[src/rtl/arcade_input_ctrl.sv]
// Player-input front end: PS/2 key state plus joysticks merged into registered per-player
// control words with rotation, autofire and coin pulse stretching.
module arcade_input_ctrl #(
   parameter int unsigned NUM_PLAYERS = 2,
   parameter int unsigned NUM_BUTTONS = 2,
   parameter int unsigned JOY_SHARE   = 0,
   parameter int unsigned ACTIVE_LOW  = 1,
   parameter int unsigned COIN_CYCLES = 600000,
   parameter int unsigned AF_DIV      = 1600000
) (
   input  logic                                   clk_sys,
   input  logic                                   RESET,
   input  logic [10:0]                            ps2_key,
   input  logic [16*NUM_PLAYERS-1:0]              joy_in,
   input  logic [1:0]                             rotate,
   input  logic [NUM_BUTTONS-1:0]                 af_en,
   output logic [(6+NUM_BUTTONS)*NUM_PLAYERS-1:0] p_ctrl,
   output logic                                   service
);

   localparam int unsigned W    = 6 + NUM_BUTTONS;
   localparam int unsigned CW   = $clog2(COIN_CYCLES + 1);
   localparam int unsigned AW   = $clog2(AF_DIV + 1);
   localparam logic        IDLE = (ACTIVE_LOW != 0);

   // Internal key layout per player: [0]R [1]L [2]D [3]U [7:4]fire [8]start [9]coin
   logic [1:0][9:0]               key_q;
   logic [3:0][9:0]               key_all;
   logic                          svc_q;
   logic                          old_toggle_q;
   logic [1:0][9:0]               key_hit;
   logic                          svc_hit;
   logic [7:0]                    scan;

   logic [15:0]                   joy_or;
   logic [NUM_PLAYERS-1:0][W-1:0] raw;
   logic [NUM_PLAYERS-1:0][3:0]   dir_rot;
   logic [NUM_PLAYERS-1:0][W-1:0] ctrl;
   logic [NUM_PLAYERS-1:0]        raw_coin;

   logic [NUM_PLAYERS-1:0]        coin_prev_q;
   logic [NUM_PLAYERS-1:0][CW-1:0] coin_cnt_q;
   logic [AW-1:0]                 af_cnt_q;
   logic                          af_phase_q;
   logic [W*NUM_PLAYERS-1:0]      p_ctrl_q;
   logic                          service_q;

   logic unused_bits;
   assign unused_bits = ^{key_q, joy_or};

   assign scan    = ps2_key[7:0];
   assign key_all = {20'b0, key_q};

   // Arrows ignore the extended flag; every other mapped key must be non-extended.
   always_comb begin
      key_hit = '0;
      svc_hit = 1'b0;
      case (scan)
         8'h75: key_hit[0][3] = 1'b1;
         8'h72: key_hit[0][2] = 1'b1;
         8'h6B: key_hit[0][1] = 1'b1;
         8'h74: key_hit[0][0] = 1'b1;
         default: begin
            if (!ps2_key[8]) begin
               case (scan)
                  8'h14:        key_hit[0][4] = 1'b1;
                  8'h29:        key_hit[0][5] = 1'b1;
                  8'h11:        key_hit[0][6] = 1'b1;
                  8'h12:        key_hit[0][7] = 1'b1;
                  8'h05, 8'h16: key_hit[0][8] = 1'b1;
                  8'h2E:        key_hit[0][9] = 1'b1;
                  8'h2D:        key_hit[1][3] = 1'b1;
                  8'h2B:        key_hit[1][2] = 1'b1;
                  8'h23:        key_hit[1][1] = 1'b1;
                  8'h34:        key_hit[1][0] = 1'b1;
                  8'h1C:        key_hit[1][4] = 1'b1;
                  8'h1B:        key_hit[1][5] = 1'b1;
                  8'h15:        key_hit[1][6] = 1'b1;
                  8'h1D:        key_hit[1][7] = 1'b1;
                  8'h06, 8'h1E: key_hit[1][8] = 1'b1;
                  8'h36:        key_hit[1][9] = 1'b1;
                  8'h2C:        svc_hit       = 1'b1;
                  default: ;
               endcase
            end
         end
      endcase
   end

   always_comb begin
      joy_or = '0;
      for (int p = 0; p < NUM_PLAYERS; p++) begin
         joy_or = joy_or | joy_in[16*p +: 16];
      end
   end

   always_comb begin
      raw      = '0;
      dir_rot  = '0;
      ctrl     = '0;
      raw_coin = '0;
      for (int p = 0; p < NUM_PLAYERS; p++) begin
         raw[p] = {key_all[p][9], key_all[p][8], key_all[p][4 +: NUM_BUTTONS], key_all[p][3:0]}
                | ((JOY_SHARE != 0) ? joy_or[W-1:0] : joy_in[16*p +: W]);
         raw_coin[p] = raw[p][W-1];
         // Direction order is {U,D,L,R}
         case (rotate)
            2'd1:    dir_rot[p] = {raw[p][1], raw[p][0], raw[p][2], raw[p][3]};
            2'd2:    dir_rot[p] = {raw[p][0], raw[p][1], raw[p][3], raw[p][2]};
            2'd3:    dir_rot[p] = {raw[p][2], raw[p][3], raw[p][0], raw[p][1]};
            default: dir_rot[p] = raw[p][3:0];
         endcase
         ctrl[p] = {coin_cnt_q[p] != '0,
                    raw[p][4+NUM_BUTTONS],
                    raw[p][4 +: NUM_BUTTONS] & (~af_en | {NUM_BUTTONS{af_phase_q}}),
                    dir_rot[p]};
      end
   end

   always_ff @(posedge clk_sys) begin
      if (RESET) begin
         old_toggle_q <= ps2_key[10];
         key_q        <= '0;
         svc_q        <= 1'b0;
         coin_prev_q  <= '0;
         coin_cnt_q   <= '0;
         af_cnt_q     <= '0;
         af_phase_q   <= 1'b0;
         p_ctrl_q     <= {(W*NUM_PLAYERS){IDLE}};
         service_q    <= IDLE;
      end else begin
         old_toggle_q <= ps2_key[10];
         if (ps2_key[10] != old_toggle_q) begin
            for (int p = 0; p < 2; p++) begin
               for (int i = 0; i < 10; i++) begin
                  if (key_hit[p][i]) key_q[p][i] <= ps2_key[9];
               end
            end
            if (svc_hit) svc_q <= ps2_key[9];
         end

         if (af_cnt_q == AW'(AF_DIV - 1)) begin
            af_cnt_q   <= '0;
            af_phase_q <= ~af_phase_q;
         end else begin
            af_cnt_q <= af_cnt_q + AW'(1);
         end

         // A coin edge during a running pulse is swallowed, so holding coin gives one pulse.
         for (int p = 0; p < NUM_PLAYERS; p++) begin
            coin_prev_q[p] <= raw_coin[p];
            if (coin_cnt_q[p] != '0) begin
               coin_cnt_q[p] <= coin_cnt_q[p] - CW'(1);
            end else if (raw_coin[p] && !coin_prev_q[p]) begin
               coin_cnt_q[p] <= CW'(COIN_CYCLES);
            end
         end

         p_ctrl_q  <= ctrl ^ {(W*NUM_PLAYERS){IDLE}};
         service_q <= svc_q ^ IDLE;
      end
   end

   assign p_ctrl  = p_ctrl_q;
   assign service = service_q;

endmodule
[config.mk]
export PLATFORM = sky130hd
export DESIGN_NAME = arcade_input_ctrl
export DESIGN_NICKNAME = d
export VERILOG_FILES = /design/src/rtl/arcade_input_ctrl.sv
export SDC_FILE = /design/constraint.sdc
export NUM_CORES = 1
export LEC_CHECK = 0
export ABC_AREA = 1
export BUFFER_PORTS_ARGS = -buffer_cell sky130_fd_sc_hd__buf_4
export CAP_MARGIN = 20
export CORE_AREA = 2 2 115 89
export DETAILED_ROUTE_END_ITERATION = 7
export DIE_AREA = 0 0 117 91
export PLACE_DENSITY = 0.75
export SYNTH_ARGS = -nofsm -noshare
export SYNTH_HDL_FRONTEND = slang
export SYNTH_SLANG_ARGS = --single-unit
[constraint.sdc]
create_clock -name clk_sys -period 4.5 [get_ports clk_sys]
set_input_delay 0.9 -clock clk_sys [delete_from_list [all_inputs] [get_ports clk_sys]]
set_output_delay 0.9 -clock clk_sys [all_outputs]
set_load 0.01 [all_outputs]
======== Word-level counts from Yosys, hierarchy flattened ========
Index checks and enable logic that the tools add are counted.
word-level totals
  flip-flop bits (word level) ............. 99
  input port bits ......................... 49
  output and inout bits ................... 17
cells by class
  add/sub/neg operators ................... 3
  equal/unequal tests ..................... 28
  muxes and demuxes ....................... 31
  bitwise gates (word level) .............. 9
  reduce and logical (&&, ||, !) cells .... 29
operator list
  cell                                                                    count
  20-bit two-way mux                                                      4
  8-bit by 5-bit equality test with 1-bit output (second input constant)  9
  8-bit by 6-bit equality test with 1-bit output (second input constant)  8
  20-bit nonzero test                                                     2
  20-bit by 1-bit subtractor with 20-bit output (second input constant)   2
  2-bit AND reduction                                                     17
  8-bit by 7-bit equality test with 1-bit output (second input constant)  4
  16-bit two-way mux                                                      2
  4-bit case mux with 3 select lines                                      2
  1-bit two-way mux                                                       23
  21-bit by 1-bit adder with 21-bit output (second input constant)        1
  21-bit equality test (second input constant)                            1
  8-bit by 3-bit equality test with 1-bit output (second input constant)  2
  16-bit inverter                                                         1
  8-bit bitwise OR                                                        2
  2-bit OR reduction                                                      3
  2-bit AND                                                               2
  2-bit equality test (second input constant)                             2
  2-bit nonzero test                                                      2
  4-bit OR reduction                                                      1
  2-bit by 1-bit equality test with 1-bit output (second input constant)  1
  1-bit logical AND                                                       2
  1-bit logical NOT                                                       2
  1-bit inverter                                                          2
  other kinds (3)                                                         3

======== Logic depth before layout (Yosys ltp) ========
Gate-level depths: netlist of run 1.
  word-level depth ........................ 6
  gate-level depth with buffers ........... 10

======== Worst setup path after synthesis of run 1 ========
No wires, ideal clock.
  path type ............................... input port to flip-flop
  from .................................... input port rotate[0]
  to ...................................... register p_ctrl_q[8], in the netlist p_ctrl[8]
  setup time .............................. 0.133 ns
  arrival ................................. 1.703 ns
  data required time ...................... 4.367 ns
  slack ................................... 2.663 ns
  stages on the path ...................... 5
  buffers on the path ..................... 1
  cells stage by stage .................... clkbuf_1 > nor2_1 > inv_1 > o21ai_0 > o221ai_1
between the ends
  cells in the longest elaborated chain, start to end .. 3
ends and longest elaborated chain
  what                                                                                   RTL line  RTL
  from (decl)                                                                            15        input logic [1:0] rotate,
  2-bit equality test or 2-bit by 1-bit equality test with 1-bit output (tied branches)  107       case (rotate)
  4-bit case mux with 3 select lines *                                                   107
  16-bit inverter (no source line) *                                                     n/a
  to (signal assigned)                                                                   129       p_ctrl_q <= {(W*NUM_PLAYERS){IDLE}};
  to (signal assigned)                                                                   159       p_ctrl_q <= ctrl ^ {(W*NUM_PLAYERS){IDLE}};
  to (decl)                                                                              45        logic [W*NUM_PLAYERS-1:0] p_ctrl_q;
Every way passes the cells marked *; elsewhere a longest branch is shown, timed or not.
A chain may end at the register's enable or synchronous reset.

======== Final worst setup path of run 1 ========
  from .................................... input port RESET
  to ...................................... register af_cnt_q[20]
between the ends
  cells in the longest elaborated chain, start to end .. 1
ends and longest elaborated chain
  what                                 RTL line  RTL
  from (decl)                          12        input logic RESET,
  2-bit OR reduction (no source line)  n/a
  to (signal assigned)                 146       af_cnt_q <= af_cnt_q + AW'(1);
  to (decl)                            43        logic [AW-1:0] af_cnt_q;
Every way passes these cells.

==> results of run 1 <==
==> kinds of logic after synthesis <==
group           after synthesis  synth area share
xor+xnor                     20           0.03572
flops                        99            0.3875
fa+ha+maj                     5           0.01223
simple gates                440            0.3870
buf+inv                      92           0.07510
compound gates               97            0.1025
==> path summary, 6_finish.rpt <==
check,to,depth (start not counted)
worst max-delay path,af_cnt_q[20],4
worst min-delay path,service,1
worst max register to register,af_cnt_q[11],8
worst min register to register,service,1
==> where the power goes <==
group	internal [W]	leakage (nW)	switching (W)	total, W
Clock	0.000506	0.156	0.000338	0.000844
Sequential	0.00106	0.810	0.000171	0.00123
Combinational	0.000639	1.53	0.00113	0.00177
Total	0.00220	2.50	0.00164	0.00384
==> cell usage in the layout (no fill, tap or decap), types with 6 or more instances in the layout <==
cell	synthesis	layout
xnor2_1	6	6
clkbuf_16	0	9
buf_4	4	49
nand3b_1	16	16
o22ai_1	6	6
nand2_1	150	150
nor3_1	24	24
a21oi_1	46	46
nand3_1	47	47
inv_1	72	72
nor2_1	155	155
xor2_1	13	13
nand4_1	19	19
dfxtp_1	99	99
nor2_2	6	6
o21ai_0	31	31
==> flip-flops by register name, summed over array words and instances (netlist names) <==
| signal | count |
|---|---|
| svc_q | 1 |
| p_ctrl | 16 |
| old_toggle_q | 1 |
| af_phase_q | 1 |
| coin_cnt_q | 40 |
| key_all | 16 |
| coin_prev_q | 2 |
| service | 1 |
| af_cnt_q | 21 |
==> per-layer routing <==
layer,vias up,global-route usage,share of wire
met5,-,0,0
met4,0,0.05980,0.0078
met3,8,0.06075,0.060
met2,162,0.3743,0.45
met1,2283,0.3416,0.48
li1,2537,-,-
==> per-stage QoR <==
stage	instance area [um2]	utilization	instances	setup slack, ps
6_report	5867	0.6174	931	1915
4_1_cts	5867	0.6174	931	1908
3_5_place_dp	5539	0.5829	915	1548
2_1_floorplan	5115	-	753	2663
3_3_place_gp	5539	0.5829	915	1614
5_1_grt	5867	0.6174	931	1713
==> synth_stat cells (6+ instances only) <==
cell,count
nand3b_1,16
nor2_2,6
nand4_1,19
clkbuf_1,8
inv_1,72
xnor2_1,6
xor2_1,13
a21oi_1,46
dfxtp_1,99
nand2_1,150
o21ai_0,31
nor3_1,24
o22ai_1,6
nor2_1,155
nand3_1,47
==> layout make-up <==
| class | instances | area [um2] | share of cell area |
|---|---|---|---|
| clock buffers | 11 | 242.7 | 0.04137 |
| clock inverters | 5 | 85.08 | 0.01450 |
| inverters | 73 | 275.3 | 0.04692 |
| multi-input cells | 562 | 2749 | 0.4685 |
| flip-flops and latches | 99 | 1982 | 0.3378 |
| well taps | 132 | 165.2 | 0.02815 |
| repair buffers | 49 | 367.9 | 0.06270 |
==> impl_metrics.yaml, run 1 <==
outcome:
  status: "finished, final reports clean"
final_layout:
  area_growth_pct: 14.70
  antenna_cells: 0
  drive_above_1_share: 0.1139
  n_fill_cell: 884
  nets: 848
route:
  drt-total-wl_um: 12170
  wl_per_cell_um: 13.07
  vias_per_cell: 5.360
  first_pass_iters: 7
  drcViolationCount: 0
  detail-route-antenna-nets: 0
  drtIter0Drc: 385
  vias: 4990
critical_path:
  cp-end-kind: "flop"
  cp_max_fo: 48
  cp_top_family: "buffers and inverters"
  critical_path_required_ps: 4760
  max_stage_delay_ps: 710
  criticalPathCategory: "input port to flop"
  path_cells: "buf_4, inv_1, nand2_1, a21oi_1"
  crit_slowest_cell: "inv_1"
  r2r_start: "af_cnt_q[0]"
  cp-startpoint: "RESET"
  cp-start-kind: "input port"
  reg2reg_slack_ps: 2400
  worstPathBufferInverterCount: 2
  crit_arrival_ps: 2850
die:
  die_height_um: 91
  io_pins: 66
  dieArea_um2: 10650
  core_um2: 9503
  initial_core_util: 0.5382
  rows: 31
  die_w_um: 117
sta:
  hold-worst-slack_ps: 395.5
  finalCritPeriodShare: 0.5744
  drv_slew: 0
  max_freq_mhz: 386.9
  rsz0062_at_grt: "false"
  fin_skew_ps: 8.525
  hold_viol: 0
  min_period_ps: 2585
  tightest_slew_ps: 861.5
  setup_tns_ps: 0
  max_slew_margin: 0.4250
  setup_viol: 0
power:
  ir_drop_mv: 0.5470
  total_power_w: 0.003843
  p_leak_nw: 2.498
  p_per_area_nw_per_um2: 655.0
global_route:
  antenna_found_initial: 0
  track_usage: 0.2435
  grt_overflow: 0
  grt_first_pass_wirelength_um: 20810
  grt_pass1_vias: 4494
  grt_max_degree: 49
clocking:
  cts_buffers: 9
  cts_buffer_depth: 2
  clk_pin_slew_ps: 60
  tritoncts: "yes"
  cts_setup_buffers: 0
  htreeDepth: 3
  cts.sink_count: 99
  clock-root-buffer: "clkbuf_16"
  hold_buffers: 0
  clk-insertion-delay-late_ps: 350
  ctsResizeCount: 0
worst_hold_path:
  min-delay-start: "svc_q"
  hold_class: "flop to flop"
synthesis:
  avgSynthCellArea_um2: 6.793
  synth_cell_types: 41
  synth_cells: 753
  yosysTopAreaCell: "dfxtp_1"
  synth_warnings: 0
  synth-seq-cells: 99
  netlist_area_um2: 5115
  synth_edf_count: 0
  synthTopCellsByArea: "dfxtp_1 (39%), nor2_1 (11%), nand2_1 (11%), inv_1 (5.3%), nand3_1 (4.6%)"
  ys.flop_type: "dfxtp_1"
  ys_seq_area_frac: 0.3875
  synthDominantCellAreaShare: 0.3875
  synthesis.nets: 807
  async_flop_share: 0
placed_design:
  portBuffers: 49
  gp_congestion: 0.9296
  dpl.hpwl_um: 8821
flow_run:
  maxCapViolCount: 0
Power figures use the tool's default switching activity.
==> inputs of run 2 (changes only) <==
==> constraint.sdc (replaced) <==
create_clock -name clk_sys -period 2.4 [get_ports clk_sys]
set_input_delay 0.48 -clock clk_sys [delete_from_list [all_inputs] [get_ports clk_sys]]
set_output_delay 0.48 -clock clk_sys [all_outputs]
set_load 0.01 [all_outputs]
==> impl_metrics.yaml, run 2 (synthesis gave the netlist of run 1 again) <==
critical_path:
  critical_path_required_ps: 2630
  r2r_start: "af_cnt_q[0]"
  cp-end-kind: "flop"
  criticalPathCategory: "flop to flop"
  cpMostUsedCell: "nand2_1"
  cp_max_fo: 21
  max_stage_delay_ps: 390
  rr_endpoint: "af_cnt_q[11]"
  crit_arrival_ps: 2040
  reg2reg_slack_ps: 590
  path_cells: "ha_1, nand2_1, inv_1, nand3_2, nor2_2, nand3b_1, nand2_1, buf_4, nor2_1"
  cp_top_family: "simple AND/OR/NAND/NOR gates"
  ff2ff_path_depth: 9
  worstPathBufferInverterCount: 2
  cp-start-kind: "flop"
  crit_slowest_cell: "dfxtp_1"
die:
  die_w_um: 117
  dieArea_um2: 10650
  initial_core_util: 0.5382
  rows: 31
  io_pins: 66
  die_height_um: 91
  core_um2: 9503
route:
  vias_per_cell: 5.267
  detail-route-antenna-nets: 0
  drt-total-wl_um: 11870
  drtIter0Drc: 371
  vias: 4930
  first_pass_iters: 5
  drcViolationCount: 0
  wl_per_cell_um: 12.68
sta:
  hold_viol: 0
  finalCritPeriodShare: 0.7529
  tightest_slew_ps: 541.2
  max_slew_margin: 0.6364
  drv_slew: 0
  fin_skew_ps: 7.102
  setup_tns_ps: 0
  min_period_ps: 1807
  setup_viol: 0
  max_freq_mhz: 553.4
  rsz0062_at_grt: "false"
worst_hold_path:
  holdPathEnd: "old_toggle_q"
  min-delay-start: "ps2_key[10]"
  worstHoldPathCells: 1
  hold_class: "input port to flop"
final_layout:
  largest_reg_flops: 40
  final_common_cell: "nor2_1"
  antenna_cells: 0
  nets: 854
  final_cells: 936
  fin_util: 0.6187
  multi_input_area_um2: 2749
  seq_area_um2: 1982
  final_area_um2: 5879
  mostFrequentLayoutCells: "nor2_1 (155), nand2_1 (150), dfxtp_1 (99), inv_1 (72), buf_4 (55)"
  drive_above_1_share: 0.1182
  n_fill_cell: 895
  area_growth_pct: 14.95
  top_regs: "coin_cnt_q: 40 flops, af_cnt_q: 21 flops"
  regMostFlops: "coin_cnt_q"
placed_design:
  post_dp_cell_area_um2: 5584
  dpl.hpwl_um: 8853
  gp_congestion: 0.8918
  place_inst: 921
  portBuffers: 49
clocking:
  ctsResizeCount: 0
  cts_buffers: 9
  tritoncts: "yes"
  cts_setup_buffers: 0
  clk_pin_slew_ps: 60
  cts_buffer_depth: 2
  clk-insertion-delay-late_ps: 350
  clock-root-buffer: "clkbuf_16"
  hold_buffers: 0
  cts.sink_count: 99
  htreeDepth: 3
flow_run:
  maxCapViolCount: 0
power:
  p_per_area_nw_per_um2: 1205
  ir_drop_mv: 0.6876
  p_leak_nw: 2.516
global_route:
  antenna_found_initial: 0
  grt_overflow: 0
  grt_max_degree: 48
  track_usage: 0.2384
  grt_first_pass_wirelength_um: 20380
  grt_pass1_vias: 4449
outcome:
  status: "finished, final reports clean"
## run 2: final cells by class
type,instances,share of cell area
multi-input cells,562,0.4675
flip-flops and latches,99,0.3371
repair buffers,55,0.07023
inverters,73,0.04682
clock buffers,13,0.04426
well taps,132,0.02809
clock inverters,2,0.005959
## run 2: how the worst max path moves through the flow
stage	from	to	slack [ps]	cells past startpoint
6_report	af_cnt_q[0]	af_cnt_q[11]	590	9
3_5_place_dp	af_cnt_q[0]	af_cnt_q[11]	610	9
3_3_place_gp	af_cnt_q[0]	af_cnt_q[2]	640	9
2_1_floorplan	coin_cnt_q[20]	coin_cnt_q[26]	880	9
5_1_grt	af_cnt_q[0]	af_cnt_q[10]	340	9
4_1_cts	af_cnt_q[0]	af_cnt_q[11]	600	9
## run 2: power by group
part	internal [W]	leakage, nW	switching, W	total (W)
combinational	0.00122	1.56	0.00209	0.00332
sequential	0.00199	0.810	0.000327	0.00231
clock	0.000858	0.146	0.000595	0.00145
## run 2: metrics by stage
stage / setup WS, ps / hold slack [ps] / total power [W]
after floorplan: 883.5 / 365.0 / 0.004922
after global placement: 639.3 / 382.3 / 0.005540
after detailed placement: 609.5 / 380.9 / 0.005616
after CTS: 596.2 / 260.1 / 0.007088
after global routing: 337.0 / 259.6 / 0.007746
final: 593.0 / 269.5 / 0.007083
## run 2: per-layer routing
| layer | wire [um] | track usage | share of wire |
|---|---|---|---|
| met2 | 5219 | 0.3593 | 0.44 |
| met5 | 0 | 0 | 0 |
| met4 | 155 | 0.07157 | 0.013 |
| met1 | 5783 | 0.3382 | 0.49 |
| met3 | 708 | 0.05474 | 0.060 |
## run 2: worst reg2reg max path, cell delays in order (launching register included)
cell	delay [ps]
dfxtp_1	390
ha_1	190
nand2_1	80
inv_1	100
nand3_2	140
nor2_2	220
nand3b_1	170
nand2_1	90
buf_4	240
nor2_1	80
==> inputs of run 3 (changes only) <==
--- a/config.mk
+++ b/config.mk
@@ -8,9 +8,9 @@
 export ABC_AREA = 1
 export BUFFER_PORTS_ARGS = -buffer_cell sky130_fd_sc_hd__buf_4
 export CAP_MARGIN = 20
-export CORE_AREA = 2 2 115 89
+export CORE_AREA = 2 2 118 91
 export DETAILED_ROUTE_END_ITERATION = 7
-export DIE_AREA = 0 0 117 91
+export DIE_AREA = 0 0 120 93
 export PLACE_DENSITY = 0.75
 export SYNTH_ARGS = -nofsm -noshare
 export SYNTH_HDL_FRONTEND = slang
==> constraint.sdc (replaced) <==
create_clock -name clk_sys -period 1.55 [get_ports clk_sys]
set_input_delay 0.31 -clock clk_sys [delete_from_list [all_inputs] [get_ports clk_sys]]
set_output_delay 0.31 -clock clk_sys [all_outputs]
set_load 0.01 [all_outputs]
==> impl_metrics.yaml, run 3 (synthesis gave the netlist of run 1 again) <==
power:
  swShare: 0.4278
  p_sw_w: 0.005075
  ir_drop_mv: 1.299
  p_seq_frac: 0.301
  total_power_w: 0.01186
  p_clk_frac: 0.205
  p_leak_nw: 2.704
  p_per_area_nw_per_um2: 1896
  cellInternalPower_w: 0.006790
  combPwrFrac: 0.495
sta:
  setup_tns_ps: 0
  min_period_ps: 1539
  hold_viol: 0
  tightest_slew_ps: 446.0
  finalCritPeriodShare: 0.9927
  fin_skew_ps: 7.008
  setup_viol: 0
  drv_slew: 0
  rsz0062_at_grt: "true"
  setup_slack_ps: 11.32
  max_slew_margin: 0.6999
  max_freq_mhz: 649.9
final_layout:
  regMostFlops: "coin_cnt_q"
  mostFrequentLayoutCells: "nor2_1 (147), nand2_1 (146), dfxtp_1 (97), buf_4 (83), inv_1 (69)"
  final_common_cell: "nor2_1"
  top_regs: "coin_cnt_q: 40 flops, af_cnt_q: 21 flops"
  n_fill_cell: 905
  drive_above_1_share: 0.1820
  nets: 885
  antenna_cells: 0
  area_growth_pct: 22.33
  largest_reg_flops: 40
  final_area_um2: 6257
  final_cells: 971
placed_design:
  portBuffers: 49
  gp_congestion: 0.9090
  dpl.hpwl_um: 9625
  place_ws_ps: -47.61
  place_inst: 953
  post_dp_cell_area_um2: 5812
clocking:
  clk_pin_slew_ps: 70
  tritoncts: "yes"
  cts_buffer_depth: 2
  cts_buffers: 9
  clk-insertion-delay-late_ps: 350
  htreeDepth: 3
  hold_buffers: 0
  cts.sink_count: 99
  clock-root-buffer: "clkbuf_16"
global_route:
  grt_first_pass_wirelength_um: 21940
  grtUsageMet2: 0.3878
  grt_max_degree: 27
  track_usage: 0.2412
  grt_overflow: 0
  top_usage_layer: "met2"
  grtUsageMet1: 0.3319
  grt_pass1_vias: 4763
  gr-usage-met3: 0.05427
  antenna_found_initial: 0
critical_path:
  max_stage_delay_ps: 340
  cp_top_family: "simple AND/OR/NAND/NOR gates"
  critical_path_required_ps: 1770
  cp-end-kind: "flop"
  cp_max_fo: 5
  crit_arrival_ps: 1760
  path_cells: "nor2_1, nand2_2, nor2_1, nand3_2, nor2_2, buf_4, nor3_1"
  criticalPathCategory: "flop to flop"
  reg2reg_slack_ps: 10
  crit_slowest_cell: "dfxtp_1"
  worstPathBufferInverterCount: 1
  cp-start-kind: "flop"
  cpMostUsedCell: "nor2_1"
route:
  drt-total-wl_um: 13140
  detail-route-antenna-nets: 0
  wl_per_cell_um: 13.53
  drcViolationCount: 0
  drtIter0Drc: 392
  vias_per_cell: 5.344
  first_pass_iters: 5
  vias: 5189
die:
  dieArea_um2: 11160
  initial_core_util: 0.5090
  io_pins: 66
  die_height_um: 93
  die_w_um: 120
  core_um2: 10050
  rows: 32
worst_hold_path:
  hold_class: "input port to flop"
flow_run:
  maxCapViolCount: 0
outcome:
  status: "finished, final reports clean"
==> run 3: final cells by class <==
type	count	area (um2)	share of cell area
flip-flops and latches	99	1984	0.3171
inverters	73	277.8	0.04439
well taps	136	170.2	0.02719
clock inverters	4	73.82	0.01180
multi-input cells	562	2843	0.4543
clock buffers	11	242.7	0.03879
repair buffers	86	665.6	0.1064
==> run 3: stage by stage <==
stage | util | hold slack (ps)
after global placement | 0.5783 | 370.3
after global routing | 0.6226 | 95.76
after floorplan | - | 337.7
after detailed placement | 0.5783 | 377.8
after CTS | 0.6106 | 93.21
final | 0.6226 | 100.6
==> run 3: layer usage <==
metal  vias up  share of wire
met3        16          0.071
met1      2376           0.46
met4         0         0.0091
met2       188           0.45
met5         -              0
li1       2609              -
==> run 3: repair_timing <==
item                                    CTS  global route
endpoints found under the setup margin    6            42
gates resized for setup                   2            33
setup buffers                             0             3
pin swaps                                 0             6
==> run 3: path summary, 6_finish.rpt <==
kind                                       to          start  depth (start not counted)
worst max-delay path            coin_cnt_q[6]  coin_cnt_q[5]                          7
worst min-delay path             old_toggle_q    ps2_key[10]                          1
worst max register to register  coin_cnt_q[6]  coin_cnt_q[5]                          7
worst min register to register        service          svc_q                          1
==> run 3: power groups by stage <==
stage / combinational, W / sequential (W) / clock (W)
final: 0.00587 / 0.00357 / 0.00243
after global routing: 0.00663 / 0.00362 / 0.00257
after CTS: 0.00557 / 0.00353 / 0.00246
after detailed placement: 0.00548 / 0.00358 / 0
after global placement: 0.00535 / 0.00356 / 0
after floorplan: 0.00412 / 0.00350 / 0
==> run 3: worst register-to-register path: stages, from the launching register on <==
cell and delay [ps]:
dfxtp_1 340, nor2_1 250, nand2_2 160, nor2_1 140
nand3_2 120, nor2_2 200, buf_4 150, nor3_1 40
